### config.mk
export PLATFORM = sky130hd
export DESIGN_NAME = watch_time_counter_flat
export DESIGN_NICKNAME = d
export VERILOG_FILES = /design/src/rtl/watch_pkg.sv /design/src/rtl/watch_time_counter_if.sv /design/src/rtl/mod_n_updown_counter.sv /design/src/rtl/watch_time_counter.sv /design/src/flat_wrapper.sv
export SDC_FILE = /design/constraint.sdc
export NUM_CORES = 1
export LEC_CHECK = 0
export CAP_MARGIN = 20
export CORE_MARGIN = 10
export CORE_UTILIZATION = 53
export CTS_BUF_LIST = sky130_fd_sc_hd__clkbuf_8 sky130_fd_sc_hd__clkbuf_16
export CTS_CLUSTER_SIZE = 25
export DETAILED_ROUTE_END_ITERATION = 12
export PLACE_DENSITY = 0.92
export SYNTH_ARGS = -nofsm -noshare
export SYNTH_HDL_FRONTEND = slang
export SYNTH_SLANG_ARGS = --single-unit
export TNS_END_PERCENT = 100
### constraint.sdc
create_clock -name clk -period 2.9 [get_ports clk]
set_input_delay 0.58 -clock clk [delete_from_list [all_inputs] [get_ports clk]]
set_output_delay 0.58 -clock clk [all_outputs]
set_load 0.03 [all_outputs]
### src/rtl/watch_pkg.sv
// Shared time-field constants, widths and helpers for the watch datapath.
// The display and set-mode blocks use these same definitions.
package watch_pkg;

   localparam int unsigned SEC_MAX = 59;
   localparam int unsigned MIN_MAX = 59;

   localparam int unsigned HOUR_W = 5;
   localparam int unsigned MIN_W  = 6;
   localparam int unsigned SEC_W  = 6;

   typedef struct packed {
      logic [HOUR_W-1:0] hour;
      logic [MIN_W-1:0]  min;
      logic [SEC_W-1:0]  sec;
   } hms_t;

   // Saturate a user-supplied field value to its legal maximum.
   function automatic int unsigned clamp_field(input int unsigned val,
                                               input int unsigned max_val);
      return (val > max_val) ? max_val : val;
   endfunction

endpackage

### src/rtl/watch_time_counter_if.sv
// Tick/control inputs and time/strobe outputs of the watch time counter.
// The master side is the tick generator plus control; the slave is the counter.
interface watch_time_counter_if #(
   parameter int unsigned TICK_HZ = 1000
);
   import watch_pkg::*;

   localparam int unsigned SUB_W = $clog2(TICK_HZ);

   logic              i_tick;
   logic              i_run;
   logic              i_down;
   logic              i_clear;
   logic              i_load;
   logic [HOUR_W-1:0] i_hour_val;
   logic [MIN_W-1:0]  i_min_val;
   logic [SEC_W-1:0]  i_sec_val;

   logic [HOUR_W-1:0] o_hour;
   logic [MIN_W-1:0]  o_min;
   logic [SEC_W-1:0]  o_sec;
   logic [SUB_W-1:0]  o_sub;
   logic              o_sec_pulse;
   logic              o_min_pulse;
   logic              o_expired;
   logic              o_load_err;

   modport master (
      output i_tick, i_run, i_down, i_clear, i_load,
      output i_hour_val, i_min_val, i_sec_val,
      input  o_hour, o_min, o_sec, o_sub,
      input  o_sec_pulse, o_min_pulse, o_expired, o_load_err
   );

   modport slave (
      input  i_tick, i_run, i_down, i_clear, i_load,
      input  i_hour_val, i_min_val, i_sec_val,
      output o_hour, o_min, o_sec, o_sub,
      output o_sec_pulse, o_min_pulse, o_expired, o_load_err
   );

endinterface

### src/rtl/mod_n_updown_counter.sv
// Modulo-N up/down counter with synchronous clear/load and wrap strobes.
// Chained through carry_out/borrow_out to build multi-digit time counters.
module mod_n_updown_counter #(
   parameter int unsigned N = 10,
   parameter int unsigned W = $clog2(N)
) (
   input  logic         clk,
   input  logic         reset,
   input  logic         en,
   input  logic         down,
   input  logic         clear,
   input  logic         load,
   input  logic [W-1:0] load_val,
   output logic [W-1:0] value,
   output logic         carry_out,
   output logic         borrow_out
);

   localparam logic [W-1:0] LAST = W'(N - 1);

   // Wrap strobes are combinational so the next stage advances in the same cycle.
   assign carry_out  = en && !down && (value == LAST);
   assign borrow_out = en &&  down && (value == '0);

   // NOTE: sequential state uses non-blocking assignments so every flop samples
   // pre-edge values; blocking here would create order-dependent simulation.
   always_ff @(posedge clk or posedge reset) begin
      if (reset) begin
         value <= '0;
      end else if (clear) begin
         value <= '0;
      end else if (load) begin
         value <= load_val;
      end else if (en) begin
         if (down) begin
            value <= (value == '0) ? LAST : value - W'(1);
         end else begin
            value <= (value == LAST) ? '0 : value + W'(1);
         end
      end
   end

endmodule

### src/rtl/watch_time_counter.sv
// Hours:minutes:seconds.sub time counter driven by the periodic tick pulse.
// Handles clear/load/tick priority, load clamping, zero-hold and expiry.
module watch_time_counter
   import watch_pkg::*;
#(
   parameter int unsigned TICK_HZ  = 1000,
   parameter int unsigned HOUR_MAX = 23
) (
   input  logic                 clk,
   input  logic                 reset,
   watch_time_counter_if.slave  bus
);

   localparam int unsigned SUB_W = $clog2(TICK_HZ);

   hms_t load_hms;
   logic load_range_err;

   logic upper_zero;
   logic all_zero;
   logic ends_at_zero;
   logic count_en;

   logic sub_carry, sub_borrow, sub_wrap;
   logic sec_carry, sec_borrow, sec_wrap;
   logic min_carry, min_borrow, min_wrap;
   logic hour_carry_unused, hour_borrow_unused;

   assign load_hms.hour = HOUR_W'(clamp_field(32'(bus.i_hour_val), HOUR_MAX));
   assign load_hms.min  = MIN_W'(clamp_field(32'(bus.i_min_val), MIN_MAX));
   assign load_hms.sec  = SEC_W'(clamp_field(32'(bus.i_sec_val), SEC_MAX));

   assign load_range_err = (32'(bus.i_hour_val) > HOUR_MAX) ||
                           (32'(bus.i_min_val)  > MIN_MAX)  ||
                           (32'(bus.i_sec_val)  > SEC_MAX);

   assign upper_zero = (bus.o_hour == '0) && (bus.o_min == '0) && (bus.o_sec == '0);
   assign all_zero   = upper_zero && (bus.o_sub == '0);

   // A down-count sitting at zero holds rather than wrapping to the day maximum.
   assign count_en = bus.i_tick && bus.i_run && !bus.i_clear && !bus.i_load &&
                     !(bus.i_down && all_zero);

   // Exactly one sub unit left: this decrement lands on all-zero.
   assign ends_at_zero = bus.i_down && upper_zero && (bus.o_sub == SUB_W'(1));

   assign sub_wrap = sub_carry || sub_borrow;
   assign sec_wrap = sec_carry || sec_borrow;
   assign min_wrap = min_carry || min_borrow;

   mod_n_updown_counter #(.N(TICK_HZ), .W(SUB_W)) u_sub (
      .clk        (clk),
      .reset      (reset),
      .en         (count_en),
      .down       (bus.i_down),
      .clear      (bus.i_clear),
      .load       (bus.i_load),
      .load_val   ('0),
      .value      (bus.o_sub),
      .carry_out  (sub_carry),
      .borrow_out (sub_borrow)
   );

   mod_n_updown_counter #(.N(SEC_MAX + 1), .W(SEC_W)) u_sec (
      .clk        (clk),
      .reset      (reset),
      .en         (sub_wrap),
      .down       (bus.i_down),
      .clear      (bus.i_clear),
      .load       (bus.i_load),
      .load_val   (load_hms.sec),
      .value      (bus.o_sec),
      .carry_out  (sec_carry),
      .borrow_out (sec_borrow)
   );

   mod_n_updown_counter #(.N(MIN_MAX + 1), .W(MIN_W)) u_min (
      .clk        (clk),
      .reset      (reset),
      .en         (sec_wrap),
      .down       (bus.i_down),
      .clear      (bus.i_clear),
      .load       (bus.i_load),
      .load_val   (load_hms.min),
      .value      (bus.o_min),
      .carry_out  (min_carry),
      .borrow_out (min_borrow)
   );

   mod_n_updown_counter #(.N(HOUR_MAX + 1), .W(HOUR_W)) u_hour (
      .clk        (clk),
      .reset      (reset),
      .en         (min_wrap),
      .down       (bus.i_down),
      .clear      (bus.i_clear),
      .load       (bus.i_load),
      .load_val   (load_hms.hour),
      .value      (bus.o_hour),
      .carry_out  (hour_carry_unused),
      .borrow_out (hour_borrow_unused)
   );

   always_ff @(posedge clk or posedge reset) begin
      if (reset) begin
         bus.o_sec_pulse <= 1'b0;
         bus.o_min_pulse <= 1'b0;
         bus.o_expired   <= 1'b0;
         bus.o_load_err  <= 1'b0;
      end else begin
         bus.o_sec_pulse <= sub_wrap;
         bus.o_min_pulse <= sec_wrap;
         bus.o_expired   <= count_en && ends_at_zero;
         bus.o_load_err  <= bus.i_load && !bus.i_clear && load_range_err;
      end
   end

endmodule

### src/flat_wrapper.sv
// flat-port wrapper written by rule: the top's interface ports become plain ports
module watch_time_counter_flat import watch_pkg::*;
#(
   parameter int unsigned TICK_HZ  = 1000,
   parameter int unsigned HOUR_MAX = 23
)
  (clk, reset, bus_i_tick, bus_i_run, bus_i_down, bus_i_clear, bus_i_load, bus_i_hour_val, bus_i_min_val, bus_i_sec_val, bus_o_hour, bus_o_min, bus_o_sec, bus_o_sub, bus_o_sec_pulse, bus_o_min_pulse, bus_o_expired, bus_o_load_err);
  watch_time_counter_if #(.TICK_HZ(TICK_HZ)) bus_i ();
  input  logic clk;
  input  logic reset;
  input wire logic [$bits(bus_i.i_tick)-1:0] bus_i_tick;
  input wire logic [$bits(bus_i.i_run)-1:0] bus_i_run;
  input wire logic [$bits(bus_i.i_down)-1:0] bus_i_down;
  input wire logic [$bits(bus_i.i_clear)-1:0] bus_i_clear;
  input wire logic [$bits(bus_i.i_load)-1:0] bus_i_load;
  input wire logic [$bits(bus_i.i_hour_val)-1:0] bus_i_hour_val;
  input wire logic [$bits(bus_i.i_min_val)-1:0] bus_i_min_val;
  input wire logic [$bits(bus_i.i_sec_val)-1:0] bus_i_sec_val;
  output wire logic [$bits(bus_i.o_hour)-1:0] bus_o_hour;
  output wire logic [$bits(bus_i.o_min)-1:0] bus_o_min;
  output wire logic [$bits(bus_i.o_sec)-1:0] bus_o_sec;
  output wire logic [$bits(bus_i.o_sub)-1:0] bus_o_sub;
  output wire logic [$bits(bus_i.o_sec_pulse)-1:0] bus_o_sec_pulse;
  output wire logic [$bits(bus_i.o_min_pulse)-1:0] bus_o_min_pulse;
  output wire logic [$bits(bus_i.o_expired)-1:0] bus_o_expired;
  output wire logic [$bits(bus_i.o_load_err)-1:0] bus_o_load_err;
  assign bus_i.i_tick = bus_i_tick;
  assign bus_i.i_run = bus_i_run;
  assign bus_i.i_down = bus_i_down;
  assign bus_i.i_clear = bus_i_clear;
  assign bus_i.i_load = bus_i_load;
  assign bus_i.i_hour_val = bus_i_hour_val;
  assign bus_i.i_min_val = bus_i_min_val;
  assign bus_i.i_sec_val = bus_i_sec_val;
  assign bus_o_hour = bus_i.o_hour;
  assign bus_o_min = bus_i.o_min;
  assign bus_o_sec = bus_i.o_sec;
  assign bus_o_sub = bus_i.o_sub;
  assign bus_o_sec_pulse = bus_i.o_sec_pulse;
  assign bus_o_min_pulse = bus_i.o_min_pulse;
  assign bus_o_expired = bus_i.o_expired;
  assign bus_o_load_err = bus_i.o_load_err;
  watch_time_counter #(.TICK_HZ(TICK_HZ), .HOUR_MAX(HOUR_MAX)) u_core (.clk(clk), .reset(reset), .bus(bus_i));
endmodule
# Word-level counts from Yosys, hierarchy flattened
# Index checks and enable logic that the tools add are counted.
# word_totals
output_inout_bits	31
inputBits	24
register_bits	31
# classes
n_eq_ne	5
muxes	27
addsub	8
reduce_logical	42
order_cmp	3
# ops
operator	count
$mux 6	14
$mux 10	6
$mux 5	7
$logic_and 1x1->1	25
$add 6x1->6 const B	2
$eq 6x6->1 const B	2
$gt 6x6->1 const B	2
$logic_not 6->1	2
$reduce_bool 3->1	4
$sub 6x1->6 const B	2
$add 10x1->10 const B	1
$eq 10x1->1 const B	1
$eq 10x10->1 const B	1
$logic_not 10->1	1
$sub 10x1->10 const B	1
$add 5x1->5 const B	1
$eq 5x5->1 const B	1
$gt 5x5->1 const B	1
$logic_not 5->1	1
$logic_or 1x1->1	5
$sub 5x1->5 const B	1
$logic_not 1->1	4

# Depth between registers and ports, before layout
# Gate-level depths: netlist of run 1.
# depth
ltp_word	19
depth_mapped	8

# Hierarchy
# From an unflattened synthesis of run 1, not the netlist that was laid out.
# unflattened
hier_cells	385
hier_area_um2	3002.9
# modules_own_cells
module	n_inst	seq_area_each_um2	cells_each	area_per_inst_um2
mod_n_updown_counter at u_core.u_min ...	2	150.1	76	609.3
mod_n_updown_counter at u_core.u_sub	1	250.2	130	993.5
mod_n_updown_counter at u_core.u_hour	1	125.1	56	437.9
watch_time_counter	1	100.1	47	352.8

# Least setup slack after synthesis of run 1
# OpenSTA, ideal clock, no wires.
# synth_path
path_kind	register to register
start	reg u_core.u_sec.value[0]
end	reg u_core.u_min.value[3]
setup_time_ns	0.125
setup_slack_ns	0.195
stages_incl_launch_ff	8
arrival_time_ns	2.580
path_cell_list	dfrtp_1 -> inv_1 -> ha_1 -> or3b_4 -> or2_4 -> o41a_4 -> a21oi_4 -> mux2_4
# synth_between
elab_chain_len	13
elab_cells_between_ends	18
# synth_lines
item	line_no	source
start: declaration	mod_n_updown_counter.sv:14	output logic [W-1:0] value,
start signal: assignment	mod_n_updown_counter.sv:33	value <= load_val;
start signal: assignment	mod_n_updown_counter.sv:36	value <= (value == '0) ? LAST : value - W'(1);
start signal: assignment	mod_n_updown_counter.sv:38	value <= (value == LAST) ? '0 : value + W'(1);
$logic_not 6->1	mod_n_updown_counter.sv:23, watch_time_counter.sv:37	
$logic_and 1x1->1	watch_time_counter.sv:37	assign upper_zero = (bus.o_hour == '0) && (bus.o_min == '0) && (bus.o_sec == '0);
$logic_and 1x1->1	watch_time_counter.sv:38	assign all_zero = upper_zero && (bus.o_sub == '0);
$logic_and 1x1->1	watch_time_counter.sv:42	!(bus.i_down && all_zero);
$logic_not 1->1	watch_time_counter.sv:42	
$logic_and 1x1->1	watch_time_counter.sv:41	assign count_en = bus.i_tick && bus.i_run && !bus.i_clear && !bus.i_load &&
$logic_and 1x1->1, on equally long branches (2 in a row)	mod_n_updown_counter.sv:22, mod_n_updown_counter.sv:23	
$logic_or 1x1->1	watch_time_counter.sv:47	assign sub_wrap = sub_carry || sub_borrow;
$logic_and 1x1->1, on equally long branches (2 in a row)	mod_n_updown_counter.sv:22, mod_n_updown_counter.sv:23	
$logic_or 1x1->1 *	watch_time_counter.sv:48	assign sec_wrap = sec_carry || sec_borrow;
$reduce_bool 3->1 (no line) *	n/a	
end signal: assignment	mod_n_updown_counter.sv:33	
end signal: assignment	mod_n_updown_counter.sv:36	
end signal: assignment	mod_n_updown_counter.sv:38	
end: declaration	mod_n_updown_counter.sv:14	
# Every way passes the cells marked *; elsewhere a longest branch is shown, timed or not.
# A chain may end at the register's enable or synchronous reset.

# Worst setup path after layout of run 1
# layout_path
start	reg u_core.u_sec.value[0]
end	reg u_core.u_min.value[5]
# The elaborated chain is that of the path after synthesis.

==> results of run 1 <==
-- worst max-delay path, delay by kind of cell (launching register included) --
family | cells | cell delay (ps)
compound gates | 2 | 850
simple gates | 2 | 700
flops | 1 | 380
mux | 1 | 330
fa+ha+maj | 1 | 170
buf+inv | 1 | 130
-- routing by layer --
| layer | track usage [%] | part of all wire (%) | wire length, microns |
|---|---|---|---|
| met1 | 24.3 | 39 | 3410 |
| met2 | 33.9 | 49 | 4300 |
| met3 | 4.68 | 10 | 892 |
| met4 | 6.96 | 2.9 | 253 |
| met5 | 0 | 0 | 0 |
-- state kept, by name, summed over array words and instances (netlist names) --
| signal | flops |
|---|---|
| u_core.bus.o_expired | 1 |
| u_core.bus.o_load_err | 1 |
| u_core.bus.o_min_pulse | 1 |
| u_core.bus.o_sec_pulse | 1 |
| u_core.u_hour.value | 5 |
| u_core.u_min.value | 6 |
| u_core.u_sec.value | 6 |
| u_core.u_sub.value | 10 |
-- through the flow --
step / hold WS (ps) / util (%)
after floorplan: 684 / -
after global placement: 580 / 66.5
after detailed placement: 613 / 66.5
after CTS: 625 / 68.1
after global routing: 654 / 68.1
final: 622 / 68.1
-- logic make-up after synthesis --
| kind of cell | after synthesis |
|---|---|
| xor+xnor | 9 |
| fa+ha+maj | 13 |
| simple gates | 128 |
| buf+inv | 45 |
| flops | 31 |
| compound gates | 100 |
| mux | 17 |
-- power groups by stage --
stage | combinational [W] | sequential (W) | clock [W]
CTS | 0.000732 | 0.000546 | 0.000335
global placement | 0.000704 | 0.000550 | 0
detailed placement | 0.000726 | 0.000554 | 0
global route | 0.000800 | 0.000557 | 0.000359
floorplan | 0.000425 | 0.000601 | 0
finish | 0.000738 | 0.000548 | 0.000332
-- how the worst max path moves through the flow --
stage / slack (ps) / endpoint / cells past startpoint / startpoint
after floorplan: 200 / u_core.u_min.value[3] / 7 / u_core.u_sec.value[0]
after global placement: 150 / u_core.u_hour.value[4] / 6 / bus_i_down
after detailed placement: 10 / u_core.u_hour.value[3] / 6 / bus_i_down
after CTS: 220 / u_core.u_hour.value[2] / 7 / u_core.u_sec.value[0]
after global routing: 100 / u_core.u_hour.value[3] / 7 / u_core.u_sec.value[0]
final: 220 / u_core.u_min.value[5] / 7 / u_core.u_sec.value[0]
-- synth_stat cells (5+ instances only) --
master     n
dfrtp_1   31
nand2_1   24
inv_1     21
a21oi_1   16
nor2_1    16
o21ai_0   15
ha_1      13
nand3_1   13
clkbuf_1  12
buf_2      9
nand4_1    8
nor2b_1    8
nor3_1     8
and2_1     7
mux2_1     7
mux2i_1    7
a211oi_1   6
a22oi_1    6
o211ai_1   5
or3_1      5
xor2_1     5
-- layout make-up --
| type | count | area, sq um |
|---|---|---|
| Clock buffer | 5 | 68.8 |
| Clock inverter | 3 | 15.0 |
| Fill cell | 435 | 1740 |
| Inverter | 21 | 78.8 |
| Multi-Input combinational cell | 267 | 1970 |
| Sequential cell | 31 | 776 |
| Tap cell | 72 | 90.1 |
| Timing Repair Buffer | 76 | 706 |
==> metrics.csv, run 1 <==
stage;metric;value;unit
synthesis;synth_top_area_cell;dfrtp_1;
timing;setup_slack;224;ps
finish;instances_no_fill;475;
worst_setup_path;startpoint_type;register;
global_route;grt_antenna_before_repair;0;
timing;fmax;374;MHz
synthesis;yosys.area_share.adder;5.54;%
timing;min_period_over_period;92.3;%
synthesis;synth_area_leaders;dfrtp_1, ha_1, nand2_1;
synthesis;synth_xor_area_share;2.69;%
timing;worst_pin_slew;556;ps
worst_setup_path;cp.arrival;2850;ps
worst_setup_path;reg2reg_depth;7;
synthesis;synth-compound-area-share;26.3;%
clock_tree;post_cts_buffers;0;
hold_path;holdPathStages;2;
power;power_frac_comb;45.6;%
global_route;grt-ovfl-total;0;
power;power_density;437;nW/um^2
hold_path;min_to;u_core.u_sec.value[0];
clock_tree;ctsResizeCount;0;
finish;most-common-layout-cells;clkdlybuf4s50_1, dfrtp_1, nand2_1, buf_4, inv_1;
placement;dpl_cell_area;3620;sq um
clock_tree;cts_max_level;2;
worst_setup_path;critPathSlowestCell;o41a_4;
timing;slew_viol_final;0;
finish;fin_area;3700;sq um
synthesis;synthesis.area;2940;sq um
drt;vias;3093;
synthesis;synthCells;343;
clock_tree;clockRootBuffer;clkbuf_8;
finish;antenna_cells;0;
synthesis;synth_top_family_by_area;compound AO/OA/AOI/OAI gates;
die;die_h;94.4;microns
die;start_util;54.0;%
synthesis;synth_top_area_share;26.4;%
worst_setup_path;cp_cell_sequence;inv_1 > ha_1 > or3b_4 > or2_4 > o41a_4 > a21oi_4 > mux2_4;
timing;tns;0;ps
drt;dr.pass1.iters;5;
synthesis;ys_seq_area_share;26.4;%
finish;drive_gt1_share;12.9;%
power;p_leak;1.53;nW
worst_setup_path;reg2reg_to;u_core.u_min.value[5];
power;p_clk_share;20.5;%
finish;layout.nets;439;
clock_tree;ctsHoldBuffers;0;
clock_tree;cts_max_path_buffers;2;
placement;gp_congestion;0.953;
die;num_io_pins;55;
placement;numPortBuffers;54;
power;ir_drop;0.283;mV
worst_setup_path;rrSetupSlack;220;ps
worst_setup_path;cp.required;3070;ps
drt;routed_wl;8850;microns
worst_setup_path;critPathKind;reg -> reg;
power;power.internal;0.000965;W
power;power;0.00162;W
global_route;grt_pass1_wl;14900;microns
clock_tree;path_clk_slew;70;ps
synthesis;avgSynthCellArea;8.56;sq um
drt;viasPerCell;6.51;
clock_tree;numCtsBuffers;5;
timing;max-slew-margin-rel;62.8;%
global_route;grt_pass1_vias;3027;
die;die_x;94.4;microns
clock_tree;clk_latency;290;ps
drt;wl_per_cell;18.6;microns
status;outcome;finished clean;
hold_path;hp-class;reg -> reg;
finish;final_common_cell;clkdlybuf4s50_1;
timing;hold_violations;0;
die;core_area;5440;sq um
die;dieArea;8920;sq um
placement;dpl_worst_slack;11.3;ps
synthesis;async_flop_share;100;%
synthesis;synth-main-ff-cell;dfrtp_1;
synthesis;synth_edf_count;0;
worst_setup_path;end_kind;register;
clock_tree;cts_tree;done;
worst_setup_path;crit_path_max_incr_delay;540;ps
placement;dpl.hpwl;6700;microns
global_route;grt_max_degree;32;
clock_tree;cts.sinks;31;
hold_path;worstHoldStart;u_core.u_sec.value[0];
timing;skew;8.81;ps
synthesis;synth_seq_cells;31;
synthesis;synth_cell_types;79;
finish;syn2layout_area_growth;26.1;%
timing;layout_min_cycle_time;2680;ps
worst_setup_path;reg2reg_from;u_core.u_sec.value[0];
synthesis;syn-num-nets;380;
timing;setup-violations-final;0;
synthesis;yosys_warnings;0;
drt;drtIter0Drc;224;
worst_setup_path;crit_fanout;6;
synthesis;synthSimpleGateAreaFrac;25.9;%
run;maxCapViolations;0;
timing;rsz0062_at_grt;false;
synthesis;muxShareOfSynthArea;6.61;%
power;seqPwrFrac;33.9;%
power;p_sw_share;40.4;%
drt;drc;0;
global_route;track_usage;20.0;%
power;p_sw;0.000653;W
drt;ant_nets;0;
placement;numPlacedInstances;467;
die;rows;27;
Power figures use the tool's default switching activity.
==> inputs of run 2 (changes only) <==
--- a/config.mk
+++ b/config.mk
@@ -13,4 +13,6 @@
 export DETAILED_ROUTE_END_ITERATION = 12
 export PLACE_DENSITY = 0.92
+export SKIP_LAST_GASP = 1
+export SLEW_MARGIN = 20
 export SYNTH_ARGS = -nofsm -noshare
 export SYNTH_HDL_FRONTEND = slang
==> constraint.sdc (replaced) <==
create_clock -name clk -period 2.9 [get_ports clk]
set_input_delay 0.435 -clock clk [delete_from_list [all_inputs] [get_ports clk]]
set_output_delay 0.435 -clock clk [all_outputs]
set_load 0.03 [all_outputs]
==> run 2 against run 1 <==
Net effect: final cell count fell by 0.21%; register-to-register slack got worse by 20 ps; combinational power barely moved; sequential power fell by 0.7%; design area fell by 0.27%; non-clock buffer count fell by 1; critical path depth did not move; clock power fell by 2%; critical path type unchanged; largest cell class unchanged.
==> metrics.csv, run 2 (synthesized netlist as in run 1, its figures left out) <==
stage;metric;value;unit;change
status;outcome;finished clean;;
drt;dr.pass1.iters;6;;+1
timing;slew_viol_final;0;;unchanged
worst_setup_path;cp.arrival;2860;ps;about the same
placement;dpl.hpwl;6640;microns;-0.94%
clock_tree;cts.sinks;31;;unchanged
worst_setup_path;critPathKind;reg -> reg;;
timing;tns;0;ps;unchanged
die;start_util;54.0;%;unchanged
clock_tree;cts_tree;done;;
finish;drive_gt1_share;12.2;%;-0.71 points
worst_setup_path;rrSetupSlack;200;ps;-20 ps
timing;fmax;371;MHz;-0.84%
timing;layout_min_cycle_time;2700;ps;+22.7 ps
die;die_h;94.4;microns;unchanged
worst_setup_path;cp_cell_sequence;inv_1 > ha_1 > or3b_4 > or2_4 > o41a_4 > a21oi_2 > mux2_1;;
worst_setup_path;critPathSlowestCell;o41a_4;;
drt;viasPerCell;6.33;;-2.8%
finish;layout.nets;438;;-0.23%
timing;worst_pin_slew;703;ps;+146 ps
worst_setup_path;reg2reg_from;u_core.u_sec.value[0];;
clock_tree;path_clk_slew;70;ps;about the same
global_route;grt_max_degree;32;;unchanged
global_route;grt_pass1_vias;2974;;-1.8%
die;dieArea;8920;sq um;unchanged
finish;top_register;u_core.u_sub.value;;
timing;max-slew-margin-rel;52.9;%;-9.9 points
clock_tree;clk_latency;280;ps;about the same
placement;numPortBuffers;54;;unchanged
finish;final_common_cell;clkdlybuf4s50_1;;
clock_tree;cts_max_level;2;;unchanged
power;ir_drop;0.310;mV;+9.4%
worst_setup_path;crit_fanout;14;;+8
finish;syn2layout_area_growth;25.8;%;
drt;ant_nets;0;;unchanged
finish;antenna_cells;0;;unchanged
worst_setup_path;reg2reg_depth;7;;unchanged
worst_setup_path;startpoint_type;register;;
drt;drc;0;;unchanged
run;maxCapViolations;0;;unchanged
global_route;track_usage;19.9;%;-0.14 points
timing;skew;4.28;ps;-4.52 ps
clock_tree;ctsResizeCount;0;;unchanged
die;rows;27;;unchanged
worst_setup_path;end_kind;register;;
timing;setup-violations-final;0;;unchanged
drt;drtIter0Drc;269;;+20%
clock_tree;ctsHoldBuffers;0;;unchanged
clock_tree;numCtsBuffers;5;;unchanged
clock_tree;clockRootBuffer;clkbuf_8;;
finish;largest_reg_flops;10;;unchanged
die;core_area;5440;sq um;unchanged
global_route;grt_pass1_wl;14600;microns;-2.1%
finish;fin_util;67.9;%;-0.18 points
hold_path;hp-class;in -> async;;
worst_setup_path;cp.required;3060;ps;about the same
power;power_density;436;nW/um^2;-0.17%
finish;fill_cells;429;;-1.4%
drt;routed_wl;8740;microns;-1.3%
placement;gp_congestion;0.956;;+0.26%
finish;reg_top3;u_core.u_sub.value (10), u_core.u_min.value (6), u_core.u_sec.value (6);;
finish;most-common-layout-cells;clkdlybuf4s50_1, dfrtp_1, nand2_1, inv_1, buf_4;;
clock_tree;cts_max_path_buffers;2;;unchanged
timing;hold_violations;0;;unchanged
worst_setup_path;reg2reg_to;u_core.u_hour.value[2];;
die;num_io_pins;55;;unchanged
global_route;grt-ovfl-total;0;;unchanged
power;p_leak;1.53;nW;-0.13%
drt;vias;3000;;-3.0%
drt;wl_per_cell;18.4;microns;-1.1%
worst_setup_path;crit_path_max_incr_delay;600;ps;+60 ps
timing;rsz0062_at_grt;false;;
die;die_x;94.4;microns;unchanged
global_route;grt_antenna_before_repair;0;;unchanged
clock_tree;post_cts_buffers;0;;unchanged
timing;min_period_over_period;93.1;%;+0.78 points
[run 2: cell types whose count changed in the layout (fill, tap and decap cells not counted)]
cell | previous run | this run
buf_4 | 22 | 21
clkinv_2 | 3 | 1
inv_1 | 21 | 23
[run 2: worst max path at each step]
stage	startpoint	end	slack, ps	cells past startpoint
floorplan	u_core.u_sec.value[0]	u_core.u_min.value[3]	200	7
global placement	bus_i_down	u_core.u_hour.value[0]	250	6
detailed placement	bus_i_down	u_core.u_hour.value[4]	170	6
CTS	u_core.u_sec.value[0]	u_core.u_hour.value[4]	200	7
global route	u_core.u_sec.value[0]	u_core.u_hour.value[4]	100	7
finish	u_core.u_sec.value[0]	u_core.u_hour.value[2]	200	7
[run 2: area by class of cell]
cell class | instances | area (sq um) | share of cell area [%]
multi-input combinational | 267 | 1970 | 53.3
sequential | 31 | 776 | 21.0
timing repair buffer | 75 | 698 | 18.9
tap | 72 | 90.1 | 2.44
inverter | 21 | 78.8 | 2.13
clock buffer | 5 | 68.8 | 1.86
clock inverter | 3 | 12.5 | 0.339
[run 2: critical path: cells and delay by family, from the launching register on]
family | cells | cell delay [ps]
compound gates | 2 | 890
fa+ha+maj | 1 | 160
buf+inv | 1 | 120
flops | 1 | 380
mux | 1 | 350
simple gates | 2 | 680
[run 2: through the flow]
| stage | area (sq um) | worst slack, ps | power [W] | instances | hold WS [ps] |
|---|---|---|---|---|---|
| global placement | 3610 | 251 | 0.00125 | 466 | 585 |
| CTS | 3690 | 203 | 0.00161 | 474 | 564 |
| global route | 3690 | 104 | 0.00170 | 474 | 601 |
| detailed placement | 3610 | 167 | 0.00128 | 466 | 616 |
| finish | 3690 | 201 | 0.00161 | 474 | 549 |
| floorplan | 2940 | 195 | 0.00103 | 343 | 539 |
[run 2: power by group]
part / internal (W) / switching, W
sequential: 0.000471 / 0.0000726
combinational: 0.000327 / 0.000414
clock: 0.000161 / 0.000165
total: 0.000960 / 0.000652
[run 2: routing by layer]
| metal | global-route usage (%) | vias up | share of wire [%] |
|---|---|---|---|
| li1 | - | 1414 | - |
| met1 | 23.6 | 1418 | 40 |
| met2 | 34.3 | 145 | 49 |
| met3 | 4.68 | 23 | 8.6 |
| met4 | 6.84 | 0 | 2.0 |
| met5 | 0 | - | 0 |
==> inputs of run 3 (changes only) <==
CAP_MARGIN = 10   (was 20)
==> results of run 3 <==
The final DEF is identical to that of run 2; final timing and power are the same.
